===== config.mk =====
export PLATFORM = sky130hd
export DESIGN_NAME = flash_sample_streamer_flat
export DESIGN_NICKNAME = d
export VERILOG_FILES = /design/src/rtl/flash_sample_streamer_pkg.sv /design/src/rtl/flash_sample_streamer_if.sv /design/src/rtl/flash_sample_streamer_word.sv /design/src/rtl/flash_sample_streamer.sv /design/src/flat_wrapper.sv
export SDC_FILE = /design/constraint.sdc
export NUM_CORES = 1
export LEC_CHECK = 0
export CORE_UTILIZATION = 40
export DETAILED_ROUTE_END_ITERATION = 16
export GPL_ROUTABILITY_DRIVEN = 1
export GPL_TIMING_DRIVEN = 1
export SLEW_MARGIN = 20
export SYNTH_ARGS = -nofsm -noshare
export SYNTH_HDL_FRONTEND = slang
export SYNTH_SLANG_ARGS = --single-unit
export TNS_END_PERCENT = 20

===== constraint.sdc =====
create_clock -name clk -period 8.1 [get_ports clk]
set_clock_uncertainty 0.05 [all_clocks]
set_input_delay 1.62 -clock clk [delete_from_list [all_inputs] [get_ports clk]]
set_output_delay 1.62 -clock clk [all_outputs]
set_load 0.1 [all_outputs]

===== src/rtl/flash_sample_streamer_pkg.sv =====
// Shared types and sizing helpers for the flash sample streamer.
// Imported by the interface-facing top and by the word serializer.
package flash_stream_pkg;

  typedef enum logic [2:0] {
    IDLE      = 3'd0,
    REQ       = 3'd1,
    WAIT_DATA = 3'd2,
    EMIT      = 3'd3,
    NEXT      = 3'd4,
    DONE      = 3'd5
  } stream_state_t;

  function automatic int spw(input int data_w, input int sample_w);
    return data_w / sample_w;
  endfunction

  // A single-lane word still needs a one-bit counter.
  function automatic int lane_w(input int n);
    return (n > 1) ? $clog2(n) : 1;
  endfunction

  localparam int DEF_SPW    = spw(32, 8);
  localparam int DEF_LANE_W = lane_w(DEF_SPW);

endpackage


===== src/rtl/flash_sample_streamer_if.sv =====
// Avalon-MM read-only master bundle between the streamer and the flash controller.
// Signal names mirror the flash port names used at the system level.
interface flash_sample_streamer_if #(
  parameter int ADDR_W = 23,
  parameter int DATA_W = 32
);
  logic                  flash_read;
  logic [ADDR_W-1:0]     flash_addr;
  logic [DATA_W/8-1:0]   flash_byteenable;
  logic                  flash_waitrequest;
  logic                  flash_readdatavalid;
  logic [DATA_W-1:0]     flash_readdata;

  modport master (
    output flash_read, flash_addr, flash_byteenable,
    input  flash_waitrequest, flash_readdatavalid, flash_readdata
  );

  modport slave (
    input  flash_read, flash_addr, flash_byteenable,
    output flash_waitrequest, flash_readdatavalid, flash_readdata
  );
endinterface


===== src/rtl/flash_sample_streamer_word.sv =====
// Holds one fetched flash word and walks its sample lanes in either order.
// Lane order is frozen at load time so a direction change only affects the next word.
module flash_word_serializer
  import flash_stream_pkg::*;
#(
  parameter int DATA_W   = 32,
  parameter int SAMPLE_W = 8
) (
  input  logic                clk,
  input  logic                rst_n,
  input  logic                load_i,
  input  logic [DATA_W-1:0]   word_i,
  input  logic                fwd_i,
  input  logic                adv_i,
  output logic [SAMPLE_W-1:0] lane_o,
  output logic                last_lane_o
);

  localparam int SPW = spw(DATA_W, SAMPLE_W);
  localparam int LW  = lane_w(SPW);
  localparam logic [LW-1:0] LAST_CNT = LW'(SPW - 1);

  logic [DATA_W-1:0]   word_q;
  logic [LW-1:0]       cnt_q;
  logic                fwd_q;
  logic [LW-1:0]       lane_idx_s;
  logic [SAMPLE_W-1:0] lanes_s [SPW];

  for (genvar g = 0; g < SPW; g++) begin : g_lane
    assign lanes_s[g] = word_q[g*SAMPLE_W +: SAMPLE_W];
  end

  // Word, order and lane counter storage.
  always_ff @(posedge clk or negedge rst_n) begin
    if (!rst_n) begin
      word_q <= '0;
      cnt_q  <= '0;
      fwd_q  <= 1'b1;
    end else if (load_i) begin
      word_q <= word_i;
      cnt_q  <= '0;
      fwd_q  <= fwd_i;
    end else if (adv_i) begin
      cnt_q <= (cnt_q == LAST_CNT) ? '0 : cnt_q + LW'(1);
    end
  end

  // Reverse order reads the lane counter from the top lane down.
  always_comb begin
    lane_idx_s = '0;
    if (fwd_q) begin
      lane_idx_s = cnt_q;
    end else begin
      lane_idx_s = LAST_CNT - cnt_q;
    end
  end

  assign lane_o      = lanes_s[lane_idx_s];
  assign last_lane_o = (cnt_q == LAST_CNT);

endmodule


===== src/rtl/flash_sample_streamer.sv =====
// Walks a flash word range over Avalon-MM and serialises each word into samples
// paced by the audio tick, with loop/one-shot, restart, pause and underrun report.
module flash_sample_streamer
  import flash_stream_pkg::*;
#(
  parameter int              ADDR_W     = 23,
  parameter int              DATA_W     = 32,
  parameter int              SAMPLE_W   = 8,
  parameter logic [ADDR_W-1:0] START_ADDR = '0,
  parameter logic [ADDR_W-1:0] END_ADDR   = ADDR_W'(32'h0007_FFFF)
) (
  input  logic                    clk,
  input  logic                    rst_n,
  input  logic                    enable,
  input  logic                    sample_tick,
  input  logic                    direction,
  input  logic                    loop_mode,
  input  logic                    restart,
  flash_sample_streamer_if.master flash,
  output logic [SAMPLE_W-1:0]     sample_out,
  output logic                    sample_valid,
  output logic                    done,
  output logic                    wrapped,
  output logic                    underrun
);

  stream_state_t       state_q;
  logic [ADDR_W-1:0]   addr_q;
  logic                read_q;
  logic                pend_q;
  logic [SAMPLE_W-1:0] sample_q;
  logic                valid_q;
  logic                done_q;
  logic                wrapped_q;
  logic                underrun_q;

  logic [ADDR_W-1:0]   range_start_s;
  logic [ADDR_W-1:0]   step_addr_s;
  logic                at_end_s;
  stream_state_t       resume_state_s;
  logic                ser_load_s;
  logic                ser_adv_s;
  logic                underrun_s;
  logic [SAMPLE_W-1:0] lane_s;
  logic                last_lane_s;

  // Direction-dependent range start (also the wrap target) and address stepper.
  always_comb begin
    range_start_s = START_ADDR;
    step_addr_s   = addr_q;
    at_end_s      = 1'b0;
    if (direction) begin
      range_start_s = START_ADDR;
      step_addr_s   = addr_q + ADDR_W'(1);
      at_end_s      = (addr_q == END_ADDR);
    end else begin
      range_start_s = END_ADDR;
      step_addr_s   = addr_q - ADDR_W'(1);
      at_end_s      = (addr_q == START_ADDR);
    end
  end

  assign resume_state_s = enable ? REQ : IDLE;
  assign ser_load_s = (state_q == WAIT_DATA) && flash.flash_readdatavalid && !(pend_q || restart);
  assign ser_adv_s  = (state_q == EMIT) && sample_tick && !restart;
  assign underrun_s = sample_tick && enable &&
                      ((state_q == REQ) || (state_q == WAIT_DATA) || (state_q == NEXT));

  flash_word_serializer #(
    .DATA_W   (DATA_W),
    .SAMPLE_W (SAMPLE_W)
  ) u_ser (
    .clk         (clk),
    .rst_n       (rst_n),
    .load_i      (ser_load_s),
    .word_i      (flash.flash_readdata),
    .fwd_i       (direction),
    .adv_i       (ser_adv_s),
    .lane_o      (lane_s),
    .last_lane_o (last_lane_s)
  );

  // Streaming FSM with registered bus and sample outputs.
  always_ff @(posedge clk or negedge rst_n) begin
    if (!rst_n) begin
      state_q    <= IDLE;
      addr_q     <= START_ADDR;
      read_q     <= 1'b0;
      pend_q     <= 1'b0;
      sample_q   <= '0;
      valid_q    <= 1'b0;
      done_q     <= 1'b0;
      wrapped_q  <= 1'b0;
      underrun_q <= 1'b0;
    end else begin
      valid_q    <= 1'b0;
      wrapped_q  <= 1'b0;
      underrun_q <= underrun_s;
      case (state_q)
        IDLE: begin
          if (restart) begin
            addr_q  <= range_start_s;
            state_q <= resume_state_s;
            read_q  <= enable;
          end else if (enable) begin
            state_q <= REQ;
            read_q  <= 1'b1;
          end
        end
        REQ: begin
          pend_q <= pend_q | restart;
          if (!flash.flash_waitrequest) begin
            state_q <= WAIT_DATA;
            read_q  <= 1'b0;
          end
        end
        // A restart seen during the read is applied only once the data returns.
        WAIT_DATA: begin
          if (flash.flash_readdatavalid) begin
            pend_q <= 1'b0;
            if (pend_q || restart) begin
              addr_q  <= range_start_s;
              state_q <= resume_state_s;
              read_q  <= enable;
            end else begin
              state_q <= EMIT;
            end
          end else begin
            pend_q <= pend_q | restart;
          end
        end
        EMIT: begin
          if (restart) begin
            addr_q  <= range_start_s;
            state_q <= resume_state_s;
            read_q  <= enable;
          end else if (sample_tick) begin
            sample_q <= lane_s;
            valid_q  <= 1'b1;
            if (last_lane_s) begin
              state_q <= NEXT;
            end
          end
        end
        NEXT: begin
          if (restart) begin
            addr_q  <= range_start_s;
            state_q <= resume_state_s;
            read_q  <= enable;
          end else if (at_end_s && !loop_mode) begin
            state_q <= DONE;
            done_q  <= 1'b1;
          end else begin
            addr_q    <= at_end_s ? range_start_s : step_addr_s;
            wrapped_q <= at_end_s;
            state_q   <= resume_state_s;
            read_q    <= enable;
          end
        end
        DONE: begin
          if (restart) begin
            addr_q  <= range_start_s;
            state_q <= resume_state_s;
            read_q  <= enable;
            done_q  <= 1'b0;
          end
        end
        default: begin
          state_q <= IDLE;
          read_q  <= 1'b0;
          pend_q  <= 1'b0;
          done_q  <= 1'b0;
        end
      endcase
    end
  end

  assign flash.flash_read       = read_q;
  assign flash.flash_addr       = addr_q;
  assign flash.flash_byteenable = '1;
  assign sample_out             = sample_q;
  assign sample_valid           = valid_q;
  assign done                   = done_q;
  assign wrapped                = wrapped_q;
  assign underrun               = underrun_q;

endmodule


===== src/flat_wrapper.sv =====
// flat-port wrapper written by rule: the top's interface ports become plain ports
module flash_sample_streamer_flat import flash_stream_pkg::*;
#(
  parameter int              ADDR_W     = 23,
  parameter int              DATA_W     = 32,
  parameter int              SAMPLE_W   = 8,
  parameter logic [ADDR_W-1:0] START_ADDR = '0,
  parameter logic [ADDR_W-1:0] END_ADDR   = ADDR_W'(32'h0007_FFFF)
)
  (clk, rst_n, enable, sample_tick, direction, loop_mode, restart, sample_out, sample_valid, done, wrapped, underrun, flash_flash_read, flash_flash_addr, flash_flash_byteenable, flash_flash_waitrequest, flash_flash_readdatavalid, flash_flash_readdata);
  flash_sample_streamer_if #(.ADDR_W(ADDR_W), .DATA_W(DATA_W)) flash_i ();
  input  logic clk;
  input  logic rst_n;
  input  logic enable;
  input  logic sample_tick;
  input  logic direction;
  input  logic loop_mode;
  input  logic restart;
  output logic [SAMPLE_W-1:0] sample_out;
  output logic sample_valid;
  output logic done;
  output logic wrapped;
  output logic underrun;
  output wire logic [$bits(flash_i.flash_read)-1:0] flash_flash_read;
  output wire logic [$bits(flash_i.flash_addr)-1:0] flash_flash_addr;
  output wire logic [$bits(flash_i.flash_byteenable)-1:0] flash_flash_byteenable;
  input wire logic [$bits(flash_i.flash_waitrequest)-1:0] flash_flash_waitrequest;
  input wire logic [$bits(flash_i.flash_readdatavalid)-1:0] flash_flash_readdatavalid;
  input wire logic [$bits(flash_i.flash_readdata)-1:0] flash_flash_readdata;
  assign flash_flash_read = flash_i.flash_read;
  assign flash_flash_addr = flash_i.flash_addr;
  assign flash_flash_byteenable = flash_i.flash_byteenable;
  assign flash_i.flash_waitrequest = flash_flash_waitrequest;
  assign flash_i.flash_readdatavalid = flash_flash_readdatavalid;
  assign flash_i.flash_readdata = flash_flash_readdata;
  flash_sample_streamer #(.ADDR_W(ADDR_W), .DATA_W(DATA_W), .SAMPLE_W(SAMPLE_W), .START_ADDR(START_ADDR), .END_ADDR(END_ADDR)) u_core (.clk(clk), .rst_n(rst_n), .enable(enable), .sample_tick(sample_tick), .direction(direction), .loop_mode(loop_mode), .restart(restart), .flash(flash_i), .sample_out(sample_out), .sample_valid(sample_valid), .done(done), .wrapped(wrapped), .underrun(underrun));
endmodule

==> summary.log, run 1 <==
INFO  logic_synthesis synth_compound_gate_area_share=17.97%
INFO  setup_path     critical_path.max_fanout=23
INFO  die            die_x=110.6um
INFO  setup_path     cp.buffers_inverters=2
INFO  setup_path     crit_required=8.28ns
INFO  global_route   vias_in_the_first_global_route=3,872
INFO  die            initial_core_util=41.16%
INFO  sta            drv_slew=0
INFO  drt            route.detailed.vias_per_inst=5.703
INFO  run_status     outcome=complete, no violations
INFO  setup_path     cp_slowest_stage_delay=0.73ns
INFO  die            top_level_pins=81
INFO  die            fp.dieArea=0.01224mm^2
INFO  final_layout   final_net_count=606
INFO  placed_design  dp_worst_setup_slack=2.819ns
INFO  clock_network  postCtsSetupRepairBufs=0
INFO  die            core=0.01147mm^2
INFO  pwr            total_power=0.002760W
INFO  drt            vias=3,935
INFO  logic_synthesis synth.area.mux_share=13.79%
INFO  sta            relSlewSlack=31.77%
INFO  clock_network  tritoncts_num_sinks=75
INFO  final_layout   antenna_cells=0
INFO  logic_synthesis synth.yosys.seq_area_share=39.79%
INFO  drt            first_pass_iteration_count_of_the_detailed_router=4
INFO  sta            final_min_period_over_clock_period=61.97%
INFO  placed_design  placed_instance_area=0.005549mm^2
INFO  drt            drc=0
INFO  drt            drt_iter0_markers=253
INFO  clock_network  clk_path_buf_depth=2
INFO  clock_network  clk_pin_slew=0.06ns
INFO  logic_synthesis mapped_area=0.004720mm^2
INFO  setup_path     timing.critical_path.to=u_core.flash.flash_addr[16]
INFO  global_route   grt_max_degree=76
INFO  setup_path     worst_r2r_endpoint=u_core.flash.flash_addr[14]
INFO  setup_path     cp.arrival=5.20ns
INFO  pwr            power.ir.vdd_worst=256.5uV
INFO  hold_path      holdCritPathClass=register to register
INFO  final_layout   mostFrequentLayoutCell=sky130_fd_sc_hd__clkdlybuf4s50_1
INFO  global_route   grt_antenna_before_repair=0
INFO  die            rows=39
INFO  clock_network  cts_resized=0
INFO  logic_synthesis synth_top_family_by_area=compound AO/OA/AOI/OAI gates
INFO  sta            fin_ws=3.080ns
INFO  logic_synthesis ys_types=66
INFO  global_route   grt_usage=20.82%
INFO  final_layout   area_growth_syn_to_layout=23.62%
INFO  clock_network  worstSkewPairLatency=0.35ns
INFO  sta            whs=0.4528ns
INFO  setup_path     worstRegToRegCells=7
INFO  setup_path     path_delay_family=buffers and inverters
INFO  global_route   globalRoute.totalOverflow=0
INFO  placed_design  dp_hpwl=8.529mm
INFO  logic_synthesis synthSimpleGateAreaFrac=14.79%
INFO  setup_path     worstSetupStartpoint=direction
INFO  sta            unrepaired_setup_endpoints_after_global_routing=false
INFO  final_layout   drive_gt1_share=14.44%
INFO  clock_network  htree_num_levels=3
INFO  logic_synthesis synth.ff_latch_count=75
INFO  logic_synthesis synth_xor_xnor_area_share=3.526%
INFO  drt            drtAntennaViolNets=0
INFO  logic_synthesis synth-edff-count=0
INFO  setup_path     worst-path-stages=10
INFO  logic_synthesis yosysWarningCount=0
INFO  sta            tns=0ns
INFO  logic_synthesis synth-async-reset-ratio=100.0%
INFO  sta            layout_min_cycle_time=5.020ns
INFO  drt            postRouteWirelength=12.06mm
INFO  setup_path     critical_path.most_common_cell=sky130_fd_sc_hd__nor2b_1
INFO  logic_synthesis syn_area_per_cell=9.873um^2
INFO  logic_synthesis synthCells=478
INFO  setup_path     critical_path.reg2reg.startpoint=u_core.flash.flash_addr[19]
INFO  clock_network  number_of_buffers_created_by_cts=9
INFO  job            maxCapViolCount=0
INFO  setup_path     highest_delay_cell_along_the_critical_path=sky130_fd_sc_hd__inv_1
INFO  logic_synthesis post_synth_fa_ha_maj_area_fraction=6.257%
INFO  drt            drt-wirelength-per-cell=17.47um
INFO  clock_network  clk_root_buffer_cell=sky130_fd_sc_hd__clkbuf_16
INFO  logic_synthesis yosys_most_used_dff=sky130_fd_sc_hd__dfrtp_1
INFO  placed_design  count_of_port_buffers_added_during_placement=76
INFO  final_layout   fin_area=0.005834mm^2
INFO  sta            max_freq=199.2MHz
INFO  setup_path     timing.critical_path.cells=clkdlybuf4s50_1, inv_1, ha_1, nor2b_1, o31a_1, o21ai_1, nor2b_1, o311ai_1, xor2_1, a221o_1
INFO  setup_path     start_kind=input pin
INFO  final_layout   most-common-layout-cells=sky130_fd_sc_hd__clkdlybuf4s50_1, sky130_fd_sc_hd__dfrtp_1, sky130_fd_sc_hd__mux2_2, sky130_fd_sc_hd__a21oi_1, sky130_fd_sc_hd__nand2_1
INFO  sta            setup_viol=0
INFO  setup_path     critical_path_class=input pin to register
INFO  setup_path     setup.reg_to_reg.worst_slack=5.08ns
INFO  global_route   global_route_wire_length_before_repair=20.17mm
INFO  setup_path     worst_setup_path_end_kind=register
INFO  clock_network  clock_tree_from_tritoncts=built
INFO  placed_design  gpl.final_weighted_congestion=0.8626
INFO  die            die-height=110.6um
INFO  pwr            static-leakage-power=2.525nW
INFO  sta            hold_fails_final_rpt=0
INFO  clock_network  cts_hold_buffers=0
INFO  pwr            power-per-cell-area=473.0mW/mm^2
INFO  sta            worst_pin_slew=1.016ns
[per-layer routing]
| layer | vias to the layer above | GRT usage, % | wire [um] |
|---|---|---|---|
| li1 | 1893 | - | - |
| met1 | 1941 | 29.35 | 5836 |
| met2 | 87 | 31.64 | 5487 |
| met3 | 14 | 4.995 | 564 |
| met4 | 0 | 6.311 | 168 |
| met5 | - | 0 | 0 |
[power breakdown]
group,internal [W],leakage [nW],switching (W)
Clock,0.000220,0.137,0.000170
Combinational,0.000594,1.42,0.00106
Sequential,0.000542,0.964,0.000175
[worst min-delay path by stage]
stage / from / end / depth (start not counted)
2_1_floorplan: u_core.u_ser.word_q[24] / u_core.u_ser.word_q[24] / 1
3_3_place_gp: u_core.u_ser.word_q[5] / u_core.u_ser.word_q[5] / 1
3_5_place_dp: u_core.u_ser.word_q[28] / u_core.u_ser.word_q[28] / 1
4_1_cts: u_core.u_ser.word_q[28] / u_core.u_ser.word_q[28] / 1
5_1_grt: u_core.u_ser.word_q[11] / u_core.u_ser.word_q[11] / 1
6_report: u_core.u_ser.fwd_q / u_core.u_ser.fwd_q / 2
[tightest hold or removal path, delay by kind of cell (launching register included)]
family / cells / cell delay (ns)
AO/OA/AOI/OAI: 1 / 0.07
flip-flops: 1 / 0.38
AND/OR/NAND/NOR: 1 / 0.05
[synthesized netlist by cell type, types with 6 or more instances]
library cell / n / area (um^2)
sky130_fd_sc_hd__a21o_1: 6 / 45.04
sky130_fd_sc_hd__a21oi_1: 39 / 195.2
sky130_fd_sc_hd__a221o_1: 10 / 100.1
sky130_fd_sc_hd__a31oi_1: 8 / 50.05
sky130_fd_sc_hd__clkbuf_1: 20 / 75.07
sky130_fd_sc_hd__dfrtp_1: 74 / 1852
sky130_fd_sc_hd__ha_1: 22 / 275.3
sky130_fd_sc_hd__inv_1: 12 / 45.04
sky130_fd_sc_hd__mux2_2: 40 / 450.4
sky130_fd_sc_hd__mux4_2: 8 / 180.2
sky130_fd_sc_hd__nand2_1: 38 / 142.6
sky130_fd_sc_hd__nand3_1: 14 / 70.07
sky130_fd_sc_hd__nand4_1: 8 / 50.05
sky130_fd_sc_hd__nor2_1: 32 / 120.1
sky130_fd_sc_hd__nor2b_1: 7 / 43.79
sky130_fd_sc_hd__o21ai_0: 35 / 175.2
sky130_fd_sc_hd__xnor2_1: 12 / 105.1
sky130_fd_sc_hd__xor2_1: 7 / 61.31
[registers in the layout (all words and copies together) (netlist names), 2 cells and up]
| name | flops |
|---|---|
| u_core.u_ser.word_q | 32 |
| u_core.flash.flash_addr | 23 |
| u_core.sample_out | 8 |
| u_core.state_q | 3 |
| u_core.u_ser.cnt_q | 2 |
[through the flow]
stage	utilization, %	cells
after floorplan	-	481
after global placement	48.39	674
after detailed placement	48.39	674
after CTS	50.88	690
after global routing	50.88	690
final	50.88	690
[final cells by class]
cell class              instances  area (um^2)
clock inverters                 5        42.54
multi-input cells             366         2674
fillers                      1053         5633
well taps                     143        178.9
flip-flops and latches         75         1878
repair buffers                 78        773.2
inverters                      12        45.04
clock buffers                  11        242.7
[cells by family after synthesis]
logic type	Yosys count
buffers and inverters	40
XOR/XNOR	19
adder cells (fa/ha/maj)	23
flip-flops	75
AO/OA/AOI/OAI	133
other	1
multiplexers	50
AND/OR/NAND/NOR	137
Power figures use the tool's default switching activity.
==> inputs of run 2 (changes only) <==
==> constraint.sdc (replaced) <==
create_clock -name clk -period 4.8 [get_ports clk]
set_clock_uncertainty 0.05 [all_clocks]
set_input_delay 0.96 -clock clk [delete_from_list [all_inputs] [get_ports clk]]
set_output_delay 0.96 -clock clk [all_outputs]
set_load 0.1 [all_outputs]
==> summary.log, run 2 (synthesized netlist as in run 1, its figures left out) <==
INFO  run_status     outcome=complete, no violations [unchanged]
INFO  sta            relSlewSlack=32.55% [was 31.77%]
INFO  final_layout   drive_gt1_share=15.09% [was 14.44%]
INFO  sta            drv_slew=0 [unchanged]
INFO  clock_network  postCtsSetupRepairBufs=0 [unchanged]
INFO  drt            vias=3,937 [was 3,935]
INFO  pwr            pwr-share-seq=25.8% [was 26.0%]
INFO  hold_path      min_path_cells=1 [was 2]
INFO  sta            hold_fails_final_rpt=0 [unchanged]
INFO  setup_path     start_kind=input pin [unchanged]
INFO  die            die_x=110.6um [unchanged]
INFO  pwr            total_switching_power=0.002370W [was 0.001405 W]
INFO  clock_network  worstSkewPairLatency=0.34ns [was 0.35 ns]
INFO  pwr            static-leakage-power=2.538nW [was 2.525 nW]
INFO  clock_network  cts_resized=0 [unchanged]
INFO  clock_network  htree_num_levels=3 [unchanged]
INFO  global_route   globalRoute.totalOverflow=0 [unchanged]
INFO  die            top_level_pins=81 [unchanged]
INFO  setup_path     worst_setup_path_end_kind=register [unchanged]
INFO  hold_path      timing.hold.worst.start=u_core.u_ser.word_q[31] [was u_core.u_ser.fwd_q]
INFO  setup_path     worstRegToRegCells=7 [unchanged]
INFO  sta            unrepaired_setup_endpoints_after_global_routing=false [unchanged]
INFO  drt            postRouteWirelength=11.69mm [was 12.06 mm]
INFO  final_layout   most-common-layout-cells=sky130_fd_sc_hd__clkdlybuf4s50_1, sky130_fd_sc_hd__dfrtp_1, sky130_fd_sc_hd__mux2_2, sky130_fd_sc_hd__a21oi_1, sky130_fd_sc_hd__nand2_1 [unchanged]
INFO  placed_design  dp_hpwl=8.548mm [was 8.529 mm]
INFO  clock_network  clk_root_buffer_cell=sky130_fd_sc_hd__clkbuf_16 [unchanged]
INFO  die            die-height=110.6um [unchanged]
INFO  global_route   global_route_wire_length_before_repair=19.02mm [was 20.17 mm]
INFO  sta            fin_ws=1.141ns [was 3.080 ns]
INFO  clock_network  clock_tree_from_tritoncts=built [unchanged]
INFO  hold_path      holdCritPathClass=register to register [unchanged]
INFO  clock_network  clk_path_buf_depth=2 [unchanged]
INFO  drt            drt-wirelength-per-cell=16.87um [was 17.47 um]
INFO  pwr            internal_power=0.002280W [was 0.001355 W]
INFO  drt            first_pass_iteration_count_of_the_detailed_router=4 [unchanged]
INFO  sta            worst_pin_slew=1.009ns [was 1.016 ns]
INFO  die            fp.dieArea=0.01224mm^2 [unchanged]
INFO  final_layout   regMostFlops=u_core.u_ser.word_q [unchanged]
INFO  clock_network  tritoncts_num_sinks=75 [unchanged]
INFO  sta            max_freq=273.3MHz
INFO  final_layout   area_growth_syn_to_layout=24.10% [was 23.62%]
INFO  setup_path     worst_r2r_endpoint=u_core.flash.flash_addr[13] [was u_core.flash.flash_addr[14]]
INFO  sta            setup_viol=0 [unchanged]
INFO  clock_network  number_of_buffers_created_by_cts=9 [unchanged]
INFO  pwr            power.share.clock=14.1% [about the same]
INFO  die            initial_core_util=41.16% [unchanged]
INFO  global_route   grt_usage=19.49% [was 20.82%]
INFO  hold_path      hold-path-endpoint=u_core.u_ser.word_q[31] [was u_core.u_ser.fwd_q]
INFO  placed_design  count_of_port_buffers_added_during_placement=76 [unchanged]
INFO  job            maxCapViolCount=0 [unchanged]
INFO  pwr            power.ir.vdd_worst=479.5uV [was 256.5 uV]
INFO  pwr            share_comb_of_total_power=60.1% [was 59.9%]
INFO  placed_design  dp_worst_setup_slack=0.8056ns [was 2.819 ns]
INFO  final_layout   mostFrequentLayoutCell=sky130_fd_sc_hd__clkdlybuf4s50_1 [unchanged]
INFO  placed_design  gpl.final_weighted_congestion=0.9394 [was 0.8626]
INFO  drt            route.detailed.vias_per_inst=5.681 [was 5.703]
INFO  setup_path     critical_path_class=input pin to register [unchanged]
INFO  setup_path     cp.arrival=3.84ns [was 5.20 ns]
INFO  clock_network  clk_pin_slew=0.06ns [about the same]
INFO  final_layout   largest_register_ff_count=32 [unchanged]
INFO  final_layout   n_fill_cell=1,052 [was 1,053]
INFO  final_layout   antenna_cells=0 [unchanged]
INFO  setup_path     critical_path.max_fanout=12 [was 23]
INFO  global_route   vias_in_the_first_global_route=3,742 [was 3,872]
INFO  setup_path     crit_required=4.98ns [was 8.28 ns]
INFO  setup_path     critical_path.reg2reg.startpoint=u_core.flash.flash_addr[19] [unchanged]
INFO  die            core=0.01147mm^2 [unchanged]
INFO  drt            drtAntennaViolNets=0 [unchanged]
INFO  clock_network  cts_hold_buffers=0 [unchanged]
INFO  final_layout   final_net_count=609 [was 606]
INFO  global_route   grt_max_degree=76 [unchanged]
INFO  pwr            power-per-cell-area=793.9mW/mm^2 [was 473.0 mW/mm^2]
INFO  sta            final_min_period_over_clock_period=76.23%
INFO  pwr            netSwitchingFraction=50.97% [was 50.89%]
INFO  sta            layout_min_cycle_time=3.659ns
INFO  global_route   grt_antenna_before_repair=0 [unchanged]
INFO  drt            drt_iter0_markers=205 [was 253]
INFO  setup_path     setup.reg_to_reg.worst_slack=1.84ns [was 5.08 ns]
INFO  drt            drc=0 [unchanged]
INFO  sta            tns=0ns [unchanged]
INFO  die            rows=39 [unchanged]
[run 2: how the worst max path moves through the flow]
stage | from | end | slack, ns | cells after the start
after floorplan | direction | u_core.flash.flash_addr[19] | 1.28 | 9
after global placement | direction | u_core.flash.flash_addr[19] | 0.85 | 10
after detailed placement | direction | u_core.flash.flash_addr[19] | 0.81 | 10
after CTS | direction | u_core.flash.flash_addr[19] | 1.17 | 10
after global routing | direction | u_core.flash.flash_addr[16] | 1.01 | 10
final | direction | u_core.flash.flash_addr[16] | 1.14 | 10
[run 2: critical path: stages]
cell,delay [ns]
sky130_fd_sc_hd__clkdlybuf4s50_1,0.42
sky130_fd_sc_hd__inv_1,0.34
sky130_fd_sc_hd__ha_1,0.36
sky130_fd_sc_hd__nor2b_1,0.16
sky130_fd_sc_hd__o31a_1,0.28
sky130_fd_sc_hd__o21ai_1,0.27
sky130_fd_sc_hd__nor2b_1,0.30
sky130_fd_sc_hd__o311ai_1,0.21
sky130_fd_sc_hd__xor2_1,0.18
sky130_fd_sc_hd__a221o_1,0.34
[run 2: cell type report]
type / instances / area (um^2) / area share, %
tap: 143 / 178.9 / 3.055
sequential: 75 / 1878 / 32.07
timing repair buffer: 81 / 795.8 / 13.59
inverter: 12 / 45.04 / 0.7691
clock inverter: 7 / 60.06 / 1.025
multi-input combinational: 366 / 2674 / 45.65
clock buffer: 9 / 225.2 / 3.845
[run 2: stage by stage]
stage               std cells  util (%)  total power (W)  hold slack (ns)  cell area, um^2
global route              693     51.07         0.004934           0.4666             5857
CTS                       693     51.07         0.004673           0.4530             5857
detailed placement        677     48.59         0.003997           0.4387             5572
floorplan                 481         -         0.003364           0.4239             4731
global placement          677     48.59         0.003973           0.4339             5572
finish                    693     51.07         0.004650           0.4527             5857
[run 2: power groups by stage]
stage | Sequential [W] | Combinational (W) | Clock [W]
finish | 0.00120 | 0.00280 | 0.000654
global route | 0.00125 | 0.00299 | 0.000703
CTS | 0.00120 | 0.00279 | 0.000676
detailed placement | 0.00121 | 0.00279 | 0
global placement | 0.00119 | 0.00278 | 0
floorplan | 0.00195 | 0.00141 | 0
[run 2: layer usage]
layer	GRT usage [%]	up-vias	part of all wire, %	wire length (um)
met5	0	-	0	0
met4	4.533	0	1.2	143
met3	5.873	13	6.3	740
met2	29.98	111	46	5363
met1	26.95	1914	47	5446
li1	-	1899	-	-
